File: src/rtl/pmp_dmp.sv
// pmp_dmp: combinational PMP checker with domain memory protection.
// Finds the lowest-index PMP entry matching the address, grants the access
// only if the entry's R/W/X rights and its DMP domain both permit it, and
// provides a registered copy of the verdict for pipelined consumers.
module pmp_dmp #(
    parameter int unsigned PLEN       = 56,
    parameter int unsigned PMP_LEN    = 54,
    parameter int unsigned NR_ENTRIES = 4
) (
    input  logic                                  clk_i,
    input  logic                                  rst_ni,
    input  logic [PLEN-1:0]                       addr_i,
    input  logic [2:0]                            access_type_i,
    input  logic [1:0]                            priv_lvl_i,
    input  logic [1:0]                            curdom_i,
    input  logic [NR_ENTRIES-1:0][PMP_LEN-1:0]    conf_addr_i,
    input  logic [NR_ENTRIES-1:0][7:0]            pmpconf_i,
    input  logic [NR_ENTRIES-1:0][1:0]            dmpconf_i,
    output logic                                  allow_o,
    output logic                                  allow_q_o
);

    // addr_mode encoding of pmpcfg[4:3]
    localparam logic [1:0] MODE_OFF   = 2'd0;
    localparam logic [1:0] MODE_TOR   = 2'd1;
    localparam logic [1:0] MODE_NA4   = 2'd2;
    localparam logic [1:0] MODE_NAPOT = 2'd3;

    localparam logic [1:0] PRIV_M = 2'd3;
    localparam logic [1:0] DOMI   = 2'd3;

    // Word address compared against the entry registers.
    logic [PMP_LEN-1:0]    a;
    // High when no address bit above the comparable range is set.
    logic                  upper_zero;
    logic [NR_ENTRIES-1:0] match;
    logic [NR_ENTRIES-1:0] entry_allow;
    logic                  allow_d;
    logic                  allow_q;

    assign a = addr_i[PMP_LEN+1:2];

    // Addresses beyond the reach of the pmpaddr registers never match.
    if (PLEN > PMP_LEN + 2) begin : g_upper
        assign upper_zero = ~|addr_i[PLEN-1:PMP_LEN+2];
    end else begin : g_no_upper
        assign upper_zero = 1'b1;
    end

    // Byte offset bits and reserved pmpcfg bits play no part in the check.
    logic unused_bits;
    assign unused_bits = &{1'b0, addr_i[1:0], pmpconf_i};

    for (genvar i = 0; i < NR_ENTRIES; i++) begin : g_entry
        logic [PMP_LEN-1:0] lower;
        logic [PMP_LEN-1:0] napot_mask;
        logic [1:0]         mode;
        logic               locked;
        logic [2:0]         rights;
        logic               perm_ok;
        logic               dom_ok;

        assign mode   = pmpconf_i[i][4:3];
        assign locked = pmpconf_i[i][7];
        assign rights = pmpconf_i[i][2:0];

        // TOR lower bound is the previous entry's address, zero for entry 0.
        if (i == 0) begin : g_first
            assign lower = '0;
        end else begin : g_rest
            assign lower = conf_addr_i[i-1];
        end

        // Trailing ones plus the first zero are don't-care bits; all-ones
        // conf_addr yields an all-zero mask and matches everything.
        assign napot_mask = ~(conf_addr_i[i] ^ (conf_addr_i[i] + PMP_LEN'(1)));

        assign match[i] = upper_zero && (
            ((mode == MODE_TOR)   && (lower <= a) && (a < conf_addr_i[i])) ||
            ((mode == MODE_NA4)   && (a == conf_addr_i[i])) ||
            ((mode == MODE_NAPOT) && ((a & napot_mask) == (conf_addr_i[i] & napot_mask))) ||
            ((mode == MODE_OFF)   && 1'b0));

        // Unlocked entries do not restrict M-mode; locked ones always apply.
        assign perm_ok = ((priv_lvl_i == PRIV_M) && !locked) ||
                         ((access_type_i & rights) == access_type_i);

        // DOMI on either side is compatible with every domain.
        assign dom_ok = (curdom_i == DOMI) || (dmpconf_i[i] == DOMI) ||
                        (curdom_i == dmpconf_i[i]);

        assign entry_allow[i] = perm_ok && dom_ok;
    end

    // Priority select: scanning downward lets the lowest matching index win;
    // with no match only M-mode is granted and the domain is not checked.
    always_comb begin
        allow_d = (priv_lvl_i == PRIV_M);
        for (int i = NR_ENTRIES - 1; i >= 0; i--) begin
            if (match[i]) begin
                allow_d = entry_allow[i];
            end
        end
    end

    assign allow_o = allow_d;

    // Registered verdict; reset forces deny.
    always_ff @(posedge clk_i) begin
        if (!rst_ni) begin
            allow_q <= 1'b0;
        end else begin
            allow_q <= allow_d;
        end
    end

    assign allow_q_o = allow_q;

endmodule

File: config.mk
export PLATFORM = sky130hd
export DESIGN_NAME = pmp_dmp
export DESIGN_NICKNAME = d
export VERILOG_FILES = /design/src/rtl/pmp_dmp.sv
export SDC_FILE = /design/constraint.sdc
export NUM_CORES = 1
export LEC_CHECK = 0
export ABC_CLOCK_PERIOD_IN_PS = 9450
export CORE_MARGIN = 1
export CORE_UTILIZATION = 49
export CTS_BUF_LIST = sky130_fd_sc_hd__clkbuf_4
export CTS_CLUSTER_SIZE = 8
export DETAILED_ROUTE_END_ITERATION = 7
export MAX_ROUTING_LAYER = met4
export PLACE_DENSITY = 0.81
export SETUP_SLACK_MARGIN = 0.05
export SLEW_MARGIN = 20
export SYNTH_ARGS = -nofsm -noshare
export SYNTH_HDL_FRONTEND = slang
export SYNTH_SLANG_ARGS = --single-unit
File: constraint.sdc
create_clock -name clk_i -period 9.45 [get_ports clk_i]
set_input_delay 2.835 -clock clk_i [delete_from_list [all_inputs] [get_ports clk_i]]
set_output_delay 2.835 -clock clk_i [all_outputs]
set_load 0.05 [all_outputs]
# Yosys cells after proc, flatten, opt, wreduce, memory -nomap -nowiden

Index checks and enable logic that the tools add are counted.

Register bits: 1
Input bits: 321
Output and inout port bits: 2
Word-level logic and storage cells: 119

Add/subtract/negate cells: 4
Order comparisons: 8
Equality and inequality tests: 34
Multiplexer cells: 4
Bitwise operators: 20
Reduce and logical (&&, ||, !) cells: 48

Operators with widths:

| kind                                                                             | count |
|---|---|
| 54-bit bitwise AND                                                               | 8 |
| 54-bit == test                                                                   | 8 |
| 54-bit by 1-bit adder with 54-bit output, second input constant                  | 4 |
| 54-bit < comparator                                                              | 4 |
| 54-bit NOT                                                                       | 4 |
| 54-bit XOR                                                                       | 4 |
| 54-bit less-or-equal comparator                                                  | 3 |
| 1-bit by 54-bit less-or-equal comparator with 1-bit output, first input constant | 1 |
| 2-bit == test, second input constant                                             | 14 |
| 1-bit logical AND                                                                | 24 |
| 1-bit logical OR                                                                 | 20 |
| 3-bit bitwise AND                                                                | 4 |
| 3-bit == test                                                                    | 4 |
| 2-bit by 1-bit == test with 1-bit output, second input constant                  | 4 |
| 2-bit == test                                                                    | 4 |
| 1-bit zero test                                                                  | 4 |
| 1-bit 2-to-1 mux                                                                 | 4 |

# Logic depth before layout (Yosys ltp)

Gate-level depths: netlist of run 1.

Depth after elaboration: 11
Mapped depth: 23
Mapped depth without buffers: 22

# Least setup slack after synthesis of run 1

OpenSTA, ideal clock, no wires.

Kind: input-to-output
From: input conf_addr_i[57] (netlist name)
To: output allow_o
Data arrival time: 7114 ps
Slack: -499 ps
Stages on the path: 22
Buffers on the path: 1
Cell sequence: and4_4 > nand4_4 > nor4_4 > nand4_4 > nor4_4 > and3_1 > buf_4 > and4_4 > and3_1 > and3_1 > nand2_1 > ha_1 > xnor2_1 > or3_1 > and4b_1 > nand4_1 > nor4_1 > a41oi_1 > o21ai_0 > or2_2 > or3b_1 > nand2_1

Cells in the longest elaborated chain, start to end: 9
Elaborated cells between the ends (all ways): 21
Those cells by class: add/sub (1); order compare (2); eq/ne (2); mux (3); bitwise (4); reduce/logical (9)

RTL lines:

| what                                     | RTL line | RTL |
|---|---|---|
| from (decl)                              | 16       | `input logic [NR_ENTRIES-1:0][PMP_LEN-1:0] conf_addr_i,` |
| 54-bit by 1-bit adder with 54-bit output | 76       | `assign napot_mask = ~(conf_addr_i[i] ^ (conf_addr_i[i] + PMP_LEN'(1)));` |
| 54-bit XOR                               | 76       |  |
| 54-bit NOT                               | 76       |  |
| 54-bit bitwise AND                       | 81       | `((mode == MODE_NAPOT) && ((a & napot_mask) == (conf_addr_i[i] & napot_mask))) \|\|` |
| 54-bit == test                           | 81       |  |
| 1-bit logical AND                        | 81       |  |
| 1-bit logical OR                         | 80       | `((mode == MODE_NA4) && (a == conf_addr_i[i])) \|\|` |
| 1-bit 2-to-1 mux * (2 in series)         | 100      | `if (match[i]) begin` |
| to (decl)                                | 19       | `output logic allow_o,` |

Mark *: on every way between the ends. The rest lies on a longest branch, timed or not.

# Worst setup path after layout of run 1

From: input conf_addr_i[114] (netlist name)
To: output allow_o

Cells in the longest elaborated chain, start to end: 10
Elaborated cells between the ends (all ways): 22
Those cells by class: add/sub (1); order compare (2); eq/ne (2); mux (4); bitwise (4); reduce/logical (9)

RTL lines:

| what                                     | RTL line |
|---|---|
| 54-bit by 1-bit adder with 54-bit output | 76 |
| 54-bit XOR                               | 76 |
| 54-bit NOT                               | 76 |
| 54-bit bitwise AND                       | 81 |
| 54-bit == test                           | 81 |
| 1-bit logical AND                        | 81 |
| 1-bit logical OR                         | 80 |
| 1-bit 2-to-1 mux * (3 in series)         | 100 |

Marked as above.

==> reports/results.md, run 1 <==
| Item | Reported |
|:---|:---|
| Yosys cell types | 69 |
| Total leakage power | 0.0105 uW |
| Via total after detailed routing | 19.3k |
| Starting DRT DRC Count | 1667 |
| Sequential group share of total power | 0.005 |
| Fraction of registers with async set or reset after synthesis | 0 |
| Post-Syn Instances | 2026 |
| Number of flops mapped to enable cells by yosys | 0 |
| Setup repair after global routing missed its margin | true |
| Top cell type's share of synthesized area | 0.356 |
| Number of vias per cell | 6.00 |
| Number of pins exceeding their max-slew limit in the final report | 0 |
| Post-synthesis net count | 2775 |
| Core ar. | 30000 um2 |
| Power dissipated by switching net loads | 523 uW |
| Cell with the most instances after synthesis | sky130_fd_sc_hd__ha_1 |
| Layout-stage area growth over the synthesis result | 52.7% |
| Overflow left after global routing | 0 |
| Setup WS post-layout | -0.975 ns |
| Antenna-violating nets left | 0 |
| Wire length per cell after detailed routing | 22.1 um |
| Part of the power in combinational logic | 0.995 |
| Final setup viols | 1 |
| Highest routed metal layer | met4 |
| Ranking of synthesized cells by instance count | sky130_fd_sc_hd__ha_1 (428), sky130_fd_sc_hd__nand2_1 (237), sky130_fd_sc_hd__xnor2_1 (201) |
| Total power | 1030 uW |
| Length of the first detailed-routing pass in iterations | 6 |
| Pwr per Cell Area | 44.6 nW/um2 |
| Minimum clock period | 10.42 ns |
| Length of routed met3 wiring | 5.90 mm |
| Row cnt | 63 |
| Largest driver fanout on the critical path | 2 |
| Routed length on met2 | 32.0 mm |
| Number of antenna violations at the first check in global routing | 1 |
| Most frequently used flop master after synthesis | sky130_fd_sc_hd__dfxtp_1 |
| Placer Congestion | 1.06 |
| Die width | 177 um |
| Largest net degree at the start of global routing | 8 |
| DRC errors left | 0 |
| Number of flip-flops under the largest register name | 1 |
| Violations in the final reports | setup timing |
| I/O pins | 323 |
| Number of global-route vias before repair | 18.9k |
| DP Wirelength | 62.1 mm |
| Required time of the critical path | 6.62 ns |
| Path class of the lowest-slack min-delay path | input port to flop |
| Final hold slack | 3.43 ns |
| NumNets Final | 3571 |
| Crit end category | primary output |
| Area taken by flip-flops and latches | 20.0 um2 |
| Internal power | 502 uW |
| Share of the core filled with cells in the final layout | 0.768 |
| Global routing usage summed across all routing layers | 0.442 |
| Final-report hold violation count | 0 |
| Maximum VDD drop | 0.0286 mV |
| Clock-pin slew on the worst setup and hold paths | 0 ns |
| Total detailed-routing wirelength | 70.9 mm |
| Area contributors post-synth | sky130_fd_sc_hd__ha_1 (36%), sky130_fd_sc_hd__xnor2_1 (12%), sky130_fd_sc_hd__xor2_1 (7.5%) |
| Fraction of layout instances using a drive strength above 1 | 0.217 |
| Cell accounting for the most synthesized area | sky130_fd_sc_hd__ha_1 |
| Number of fillers in the final layout | 2250 |
| Crit path kind | input port to primary output |
| Post-synthesis register bit count | 1 |
| Worst-Margin Slew | 0.629 ns |
| Mean cell area of the mapped netlist | 7.43 um2 |
| Floorplan die area | 31400 um2 |
| Maximum clock frequency | 0.0959 GHz |
| Max Cap Violations | 0 |
| Die height | 177 um |
| Worst setup timing slack at the placement stage | -1.52 ns |
| Part of the power in the clock network | 0 |
| Metal-1 WL | 27.3 mm |
| Area of the mapped netlist | 15100 um2 |
| Signal arrival time at the worst endpoint | 7.59 ns |
| Result of the run | complete, but fails checks |
| Effective utilization at floorplan | 0.503 |
| Number of hold buffers added after cts | 0 |
| First-pass GRT wire length | 102 mm |
| Post-route cell area | 23000 um2 |
| Sequential-to-total area share from yosys stat | 0.00133 |
| Area of the multi-input gates | 15100 um2 |
| Final cycle utilization of the critical path | 1.10 |
| CP Launch Type | input port |
| Placed cell areas | 22200 um2 |
| Sw Share | 0.510 |
| Port buffer count | 312 |
| Synthesis warning total | 0 |
| Relative max-transition margin | 0.577 |
-- power by group through the flow --
stage          sequential [uW]  combinational [uW]  clock [uW]
6_report                  5.03                1020   0.0000110
5_1_grt                   5.02                1100   0.0000101
3_3_place_gp              4.91                 932           0
4_1_cts                   5.00                 980           0
2_1_floorplan             6.68                 448           0
3_5_place_dp              5.05                 967           0
-- kinds of logic after synthesis --
kind of cell,after synthesis,share of synthesized area
AO/OA/AOI/OAI,300,0.123
adder cells (fa/ha/maj),428,0.356
flip-flops,1,0.00133
buffers and inverters,170,0.0429
AND/OR/NAND/NOR,797,0.285
XOR/XNOR,330,0.192
-- layout by cell type, fill, tap and decap left out, types with 6 or more instances in the layout --
cell type,n
sky130_fd_sc_hd__a211oi_1,10
sky130_fd_sc_hd__a21boi_0,30
sky130_fd_sc_hd__a21o_1,17
sky130_fd_sc_hd__a21oi_1,91
sky130_fd_sc_hd__and3_1,27
sky130_fd_sc_hd__and3_4,22
sky130_fd_sc_hd__and4_1,24
sky130_fd_sc_hd__and4b_1,7
sky130_fd_sc_hd__buf_4,483
sky130_fd_sc_hd__buf_6,7
sky130_fd_sc_hd__clkdlybuf4s50_1,278
sky130_fd_sc_hd__dlygate4sd2_1,14
sky130_fd_sc_hd__dlymetal6s2s_1,14
sky130_fd_sc_hd__ha_1,421
sky130_fd_sc_hd__ha_4,6
sky130_fd_sc_hd__inv_1,161
sky130_fd_sc_hd__nand2_1,231
sky130_fd_sc_hd__nand3_1,93
sky130_fd_sc_hd__nand3b_1,12
sky130_fd_sc_hd__nand4_1,87
sky130_fd_sc_hd__nor2_1,76
sky130_fd_sc_hd__nor2_2,7
sky130_fd_sc_hd__nor2b_1,8
sky130_fd_sc_hd__nor2b_4,6
sky130_fd_sc_hd__nor3_1,52
sky130_fd_sc_hd__nor3b_1,17
sky130_fd_sc_hd__nor4_1,25
sky130_fd_sc_hd__nor4_2,8
sky130_fd_sc_hd__nor4b_1,15
sky130_fd_sc_hd__nor4b_2,9
sky130_fd_sc_hd__o211ai_1,9
sky130_fd_sc_hd__o21a_1,13
sky130_fd_sc_hd__o21ai_0,77
sky130_fd_sc_hd__o22ai_1,9
sky130_fd_sc_hd__or3_1,12
sky130_fd_sc_hd__xnor2_1,196
sky130_fd_sc_hd__xor2_1,128
-- cell type report --
| class | count | share of cell area |
|---|---|---|
| Inverter | 166 | 0.0271 |
| Tap cell | 390 | 0.0212 |
| Timing Repair Buffer | 798 | 0.296 |
| Sequential cell | 1 | 0.000870 |
| Multi-Input combinational cell | 1855 | 0.654 |
| Antenna cell | 2 | 0.000218 |
-- worst max-delay path, stage by stage --
cell,delay (ns)
sky130_fd_sc_hd__clkdlybuf4s50_1,0.48
sky130_fd_sc_hd__and3_4,0.19
sky130_fd_sc_hd__and3_4,0.21
sky130_fd_sc_hd__nand3_4,0.09
sky130_fd_sc_hd__nor2b_4,0.14
sky130_fd_sc_hd__and3_4,0.22
sky130_fd_sc_hd__and3_4,0.20
sky130_fd_sc_hd__and2_4,0.14
sky130_fd_sc_hd__nand3_1,0.11
sky130_fd_sc_hd__ha_1,0.34
sky130_fd_sc_hd__xor2_1,0.19
sky130_fd_sc_hd__a21o_1,0.19
sky130_fd_sc_hd__a2111oi_4,0.34
sky130_fd_sc_hd__buf_4,0.16
sky130_fd_sc_hd__nand4_1,0.15
sky130_fd_sc_hd__or4_4,0.55
sky130_fd_sc_hd__o31ai_4,0.30
sky130_fd_sc_hd__a31o_4,0.15
sky130_fd_sc_hd__and3_1,0.16
sky130_fd_sc_hd__o211ai_1,0.10
sky130_fd_sc_hd__buf_4,0.17
sky130_fd_sc_hd__nand2_8,0.05
sky130_fd_sc_hd__buf_12,0.13
-- routing by layer --
metal  GRT usage  vias to the layer above
li1            -                     9014
met1       0.505                     8987
met2       0.733                      987
met3      0.0531                      276
met4       0.280                        0
met5           -                        -
-- timing repair --
item,4_1_cts,5_1_grt
resized for setup,104,77
setup buffers,14,9
setup endpoints to repair,1,1
endpoints found under the hold margin,0,0
cloned,0,0
pin swaps,50,56
-- path summary, 6_finish.rpt --
kind	from	to	slack (ns)	cells after the start
setup / recovery	conf_addr_i[114]	allow_o	-0.97	23
hold / removal	rst_ni	allow_q_o	3.43	2
-- through the flow --
step / setup TNS [ns] / instances
floorplan: -0.172 / 2026
detailed placement: -1.52 / 3189
global placement: -1.34 / 3189
global route: -1.07 / 3212
CTS: -0.921 / 3202
finish: -0.975 / 3212
Power figures use the tool's default switching activity.
==> run 2: changes to the inputs <==
--- a/config.mk
+++ b/config.mk
@@ -9,7 +9,6 @@
 export CORE_MARGIN = 1
 export CORE_UTILIZATION = 49
 export CTS_BUF_LIST = sky130_fd_sc_hd__clkbuf_4
-export CTS_CLUSTER_SIZE = 8
 export DETAILED_ROUTE_END_ITERATION = 7
 export MAX_ROUTING_LAYER = met4
 export PLACE_DENSITY = 0.81
==> results of run 2 <==
Same layout as run 1: the final DEF is identical, and so are final timing and power.
